## config.mk

```make
export PLATFORM = sky130hd
export DESIGN_NAME = dp_share_arbiter
export DESIGN_NICKNAME = d
export VERILOG_FILES = /design/src/rtl/dp_share_arbiter.sv
export SDC_FILE = /design/constraint.sdc
export NUM_CORES = 1
export LEC_CHECK = 0
export CAP_MARGIN = 15
export CELL_PAD_IN_SITES_DETAIL_PLACEMENT = 1
export CELL_PAD_IN_SITES_GLOBAL_PLACEMENT = 2
export CORE_UTILIZATION = 27
export CTS_CLUSTER_DIAMETER = 40
export CTS_CLUSTER_SIZE = 24
export DETAILED_ROUTE_END_ITERATION = 6
export DONT_BUFFER_PORTS = 1
export GPL_TIMING_DRIVEN = 0
export PLACE_DENSITY_LB_ADDON = 0.1
export SETUP_SLACK_MARGIN = 0.02
export SLEW_MARGIN = 5
export SYNTH_ARGS = -nofsm -noshare
export SYNTH_HDL_FRONTEND = slang
export SYNTH_SLANG_ARGS = --single-unit
```

## constraint.sdc

```tcl
create_clock -name clock -period 1.55 [get_ports clock]
set_input_delay 0.465 -clock clock [delete_from_list [all_inputs] [get_ports clock]]
set_output_delay 0.465 -clock clock [all_outputs]
set_load 0.02 [all_outputs]
```

## src/rtl/dp_share_arbiter.sv

```systemverilog
// Two-requester round-robin front end for a single start/valid datapath.
// Captures the winner's operand, launches the run, and returns the result or a timeout error.
module dp_share_arbiter #(
   parameter int WIDTH   = 8,
   parameter int TIMEOUT = 15
) (
   input  logic             clock,
   input  logic             reset,
   input  logic             req_a,
   input  logic [WIDTH-1:0] x_a,
   input  logic             req_b,
   input  logic [WIDTH-1:0] x_b,
   output logic             gnt_a,
   output logic             gnt_b,
   output logic             done_a,
   output logic             done_b,
   output logic             err_a,
   output logic             err_b,
   output logic [WIDTH-1:0] result,
   output logic             busy,
   input  logic             dp_ready,
   output logic             dp_start,
   output logic [WIDTH-1:0] dp_x,
   input  logic             dp_valid,
   input  logic [WIDTH-1:0] dp_result,
   output logic [2:0]       dbg_state
);

   typedef enum logic [2:0] {
      S_IDLE  = 3'd0,
      S_START = 3'd1,
      S_WAIT  = 3'd2,
      S_DONE  = 3'd3,
      S_ERR   = 3'd4
   } state_t;

   localparam logic [7:0] CNT_LAST = 8'(TIMEOUT - 1);

   state_t     state;
   state_t     state_nx;
   logic       owner;    // 0 = A, 1 = B
   logic       rr_ptr;   // preferred requester when both ask
   logic [7:0] cnt;
   logic       take;
   logic       winner;

   always_comb begin
      take   = (state == S_IDLE) && dp_ready && (req_a || req_b);
      winner = (req_a && req_b) ? rr_ptr : req_b;
   end

   always_ff @(posedge clock or negedge reset) begin
      if (!reset) state <= S_IDLE;
      else        state <= state_nx;
   end

   always_comb begin
      state_nx = state;
      case (state)
         S_IDLE:  if (take) state_nx = S_START;
         S_START: state_nx = S_WAIT;
         // A valid arriving on the final allowed cycle still counts as success.
         S_WAIT: begin
            if (dp_valid)             state_nx = S_DONE;
            else if (cnt == CNT_LAST) state_nx = S_ERR;
         end
         S_DONE:  state_nx = S_IDLE;
         S_ERR:   state_nx = S_IDLE;
         default: state_nx = S_IDLE;
      endcase
   end

   // Grants are gated by reset so nothing is offered while reset is held.
   always_comb begin
      gnt_a     = take && !winner && reset;
      gnt_b     = take &&  winner && reset;
      dp_start  = (state == S_START);
      done_a    = (state == S_DONE) && !owner;
      done_b    = (state == S_DONE) &&  owner;
      err_a     = (state == S_ERR)  && !owner;
      err_b     = (state == S_ERR)  &&  owner;
      busy      = (state != S_IDLE);
      dbg_state = state;
   end

   always_ff @(posedge clock or negedge reset) begin
      if (!reset) begin
         owner  <= 1'b0;
         rr_ptr <= 1'b0;
         cnt    <= 8'd0;
         result <= '0;
         dp_x   <= '0;
      end else begin
         if (take) begin
            owner <= winner;
            dp_x  <= winner ? x_b : x_a;
         end
         if (state == S_START)     cnt <= 8'd0;
         else if (state == S_WAIT) cnt <= cnt + 8'd1;
         if ((state == S_WAIT) && dp_valid) result <= dp_result;
         if ((state == S_DONE) || (state == S_ERR)) rr_ptr <= ~owner;
      end
   end

endmodule

```

# After elaboration in Yosys (flattened, before gate mapping)
# Cells that the tools add are included.
# W data, S select, Z words.
# totals
regBits	29
inputBits	30
out_inout_bits	27
word_cells	43
# op_classes
addsub	1
eq_ne	7
mux	8
bitwise	1
reduce_logical	20
# ops
cell	n
$mux W8	3
$logic_and A1 B1 Y1	12
$mux W3	3
$pmux W3 S3	1
$add A8 B1 Y8 const B	1
$eq A8 B4 Y1 const B	1
$eq A3 B2 Y1 const B	2
$eq A3 B1 Y1 const B	1
$eq A3 B3 Y1 const B	1
$logic_not A3 Y1	1
$ne A3 B3 Y1 const B	1
$reduce_bool A3 Y1	1
$logic_not A1 Y1	2
$logic_or A1 B1 Y1	2
$ne A2 B2 Y1 const B	1
$reduce_and A2 Y1	1
$reduce_bool A2 Y1	1
$mux W1	1
$not A1 Y1	1

# Depth between registers and ports, before layout
# logic_depth
ltp_word	5
mapped_depth	5
depth_no_buf	5

# Worst setup path after synthesis
# No wires, ideal clock.
# synth_timing
kind	register to output
from	register state[0] (netlist: dbg_state[0])
to	output port gnt_b
arrival_ps	1341
required_ps	1085
setup_slack_ps	-256
stages_incl_launch_ff	4
n_path_buf	1
cell_sequence	dfrtp_1 > buf_2 > nor4b_2 > and4_1
# synth_between
elab_chain_len	5
# synth_lines
element	line	text
from (decl)	39	state_t state;
from (signal assigned)	54	else state <= state_nx;
$logic_not A3 Y1	48	take = (state == S_IDLE) && dp_ready && (req_a || req_b);
$logic_and A1 B1 Y1 (2 in a row)	48	
$logic_and A1 B1 Y1 (2 in a row)	76	gnt_b = take && winner && reset;
to (decl)	14	output logic gnt_b,
# Every way passes these cells.

# Worst setup path after layout
# Ends and elaborated chain as after synthesis.

==> metrics.txt <==
Routed Antenna Nets=0; CP startpoint kind=flop; final max-slew violation count=0; setup ws final=-0.457 ns; clock sinks=29; Post-synth top cells=dfrtp_1 (29), nand2_1 (15), a32oi_1 (9), o2bb2ai_1 (9), mux2_2 (8); Avg Vias per Cell=5.32; mapped cell area=roughly 1500 um^2; Post-Route Skew=0.00735 ns; power density of the placed cells=2040 nW/um^2; total gr overflow=0; CORE AREA=5200 um^2; CTS tree=yes; max-cap viol count=0; Cells after Synth=137; first-pass GRT wire length=slightly below 7000 um; Crit. End Element=output port; RSZ-0062 raised after global routing=true; largest cells by area after synthesis=dfrtp_1 (49%), mux2_2 (6.1%), a32oi_1 (5.3%); top-count cell post-synth=dfrtp_1; library cells used by synthesis=36; Post-synth EDFFs=0; initial core utilization=0.286; average size of a mapped cell=between 10 and 15 um^2; clock slew seen by the registers of the worst setup and hold paths=0.07 ns; antenna violations before repair=0; share of the synthesized area in the top cell type=0.488; post-synth top area cell=dfrtp_1; leak pwr=0.839 nW; area delta synth->final=39.9%; Yosys reg bits=29; sequential share of the synthesized area=0.488; period utilisation layout=1.29; HPWL after detailed placement=around 2800 um; slowest cell on the critical path=dfrtp_2; wire per inst=approximately 18 um; layout cells sized above 1=0.463; global placement routability congestion=0.720; worst vdd ir=between 0.9 and 1 mV; Warnings, synthesis=0; Max Clk Rate=about 500 MHz; status=finished with violations; die width=76.2 um; 1st-pass router iterations=4; Slew headroom=0.727; die footprint=around 5800 um^2; vias post-DR=about 1200; Final setup viols=27; CTS Root Cell=clkbuf_8; Cell Chain, Critical Path=buf_6, nor4b_4, and4_4; Remaining DRCs=0; largest net degree at the start of global routing=30; critical path peak fanout=7; clk_lat worst skew=0.28 ns; Starting DRT DRC Count=50; CTS Buf Count=5; all-layer global routing usage=0.148; fraction of registers with async set/reset=1.00; io pins=57; crit path kind=reg -> out; Post-Synthesis Net Count=169; most common flop cell mapped by yosys=dfrtp_1; Critical Path RT=1.08 ns; worst slew pin tran=0.409 ns; hold slack final=0.324 ns; Hold Vio Cnt, Final=0; fin crit period=2.01 ns; failing checks=setup timing; Routed WL=approximately 4200 um; number of global-route vias before repair=1334; H-tree depth=2; type of the most critical hold path=in -> reg; num rows=26; antenna fix cells=0; critical path arrival=about 1.5 ns; Final #Nets=~190; die height=76.2 um; number of port buffers=0; CP peak stage delay=0.46 ns; Layout Utilization=0.400; clock tree buffer depth=2
critical path, delay by kind of cell (launching register included):
family / cells / cell delay [ns]
simple gates: 2 / 0.64
buf+inv: 1 / 0.16
flops: 1 / 0.46
cells in the final DEF (no fill, tap or decap), types with 2 or more instances in the layout:
cell type,n
dfrtp_1,26
nand2_1,13
buf_4,12
a32oi_1,9
mux2_2,8
buf_6,7
o2bb2ai_2,7
clkbuf_8,6
mux2i_1,5
inv_1,3
and3_4,3
nor2_4,3
o21ai_0,3
nand3_1,3
dfrtp_2,3
or3b_1,2
nand2b_1,2
nand2_2,2
or4b_4,2
or2_2,2
a22o_1,2
nand4_1,2
what timing repair did:
action | 4_1_cts | 5_1_grt
pin swaps | 4 | 12
hold endpoints to repair | 29 | 0
setup buffers | 7 | 6
setup endpoints to repair | 19 | 34
cloned | 0 | 1
gates resized for setup | 25 | 27
hold buffers | 2 | 0
layout make-up:
type                    instances  area (um^2)
well taps                      70         87.6
flip-flops and latches         29          729
multi-input cells              95          898
inverters                       4         20.0
plain buffers                   8         77.6
clock inverters                 3         46.3
repair buffers                 16          154
clock buffers                   5         68.8
fillers                       575         3120
final timing paths:
path	start	endpoint	slack (ns)	cells past startpoint
max	dbg_state[0]	gnt_b	-0.46	3
min	dp_valid	dbg_state[0]	0.32	2
min reg2reg	cnt[7]	cnt[7]	0.48	1
max reg2reg	dbg_state[0]	result[1]	-0.29	6
max in group asynchronous	reset	dbg_state[0]	0.75	2
min in group asynchronous	reset	cnt[6]	0.61	2
routing by layer:
metal | vias up | part of all wire | global-route usage
met5 | - | 0 | 0
met1 | 628 | 0.44 | 0.193
li1 | 562 | - | -
met2 | 31 | 0.51 | 0.236
met3 | 2 | 0.045 | 0.0419
met4 | 0 | 0.0036 | 0.0500
registers in the layout (all words and copies together), names as in the netlist:
name / cells
cnt: 8
dp_x: 8
result: 8
dbg_state: 3
owner: 1
rr_ptr: 1
kinds of logic after synthesis:
family | count (synthesis) | synth area share
adders and majority gates | 2 | 0.0168
muxes | 13 | 0.0942
and+or+nand+nor | 47 | 0.183
buffers and inverters | 13 | 0.0387
AOI/OAI and AO/OA | 33 | 0.179
DFF | 29 | 0.488
power breakdown:
part	internal, mW	leakage, nW	switching (mW)
Sequential	1.06	0.360	0.616
Clock	0.481	0.0543	0.322
Combinational	0.959	0.425	0.812
stage by stage:
| stage | cell area, um^2 | worst slack [ns] | instances | power, mW | setup TNS [ns] |
|---|---|---|---|---|---|
| 6_report | 2080 | -0.457 | 230 | 4.25 | -6.09 |
| 5_1_grt | 2080 | -0.518 | 230 | 4.51 | -8.04 |
| 4_1_cts | 1900 | -0.471 | 224 | 3.94 | -4.60 |
| 3_5_place_dp | 1620 | -0.216 | 207 | 2.82 | -2.19 |
| 3_3_place_gp | 1620 | -0.202 | 207 | 2.78 | -2.12 |
| 2_1_floorplan | 1530 | -0.126 | 137 | 2.52 | -0.294 |
Power figures use the tool's default switching activity.
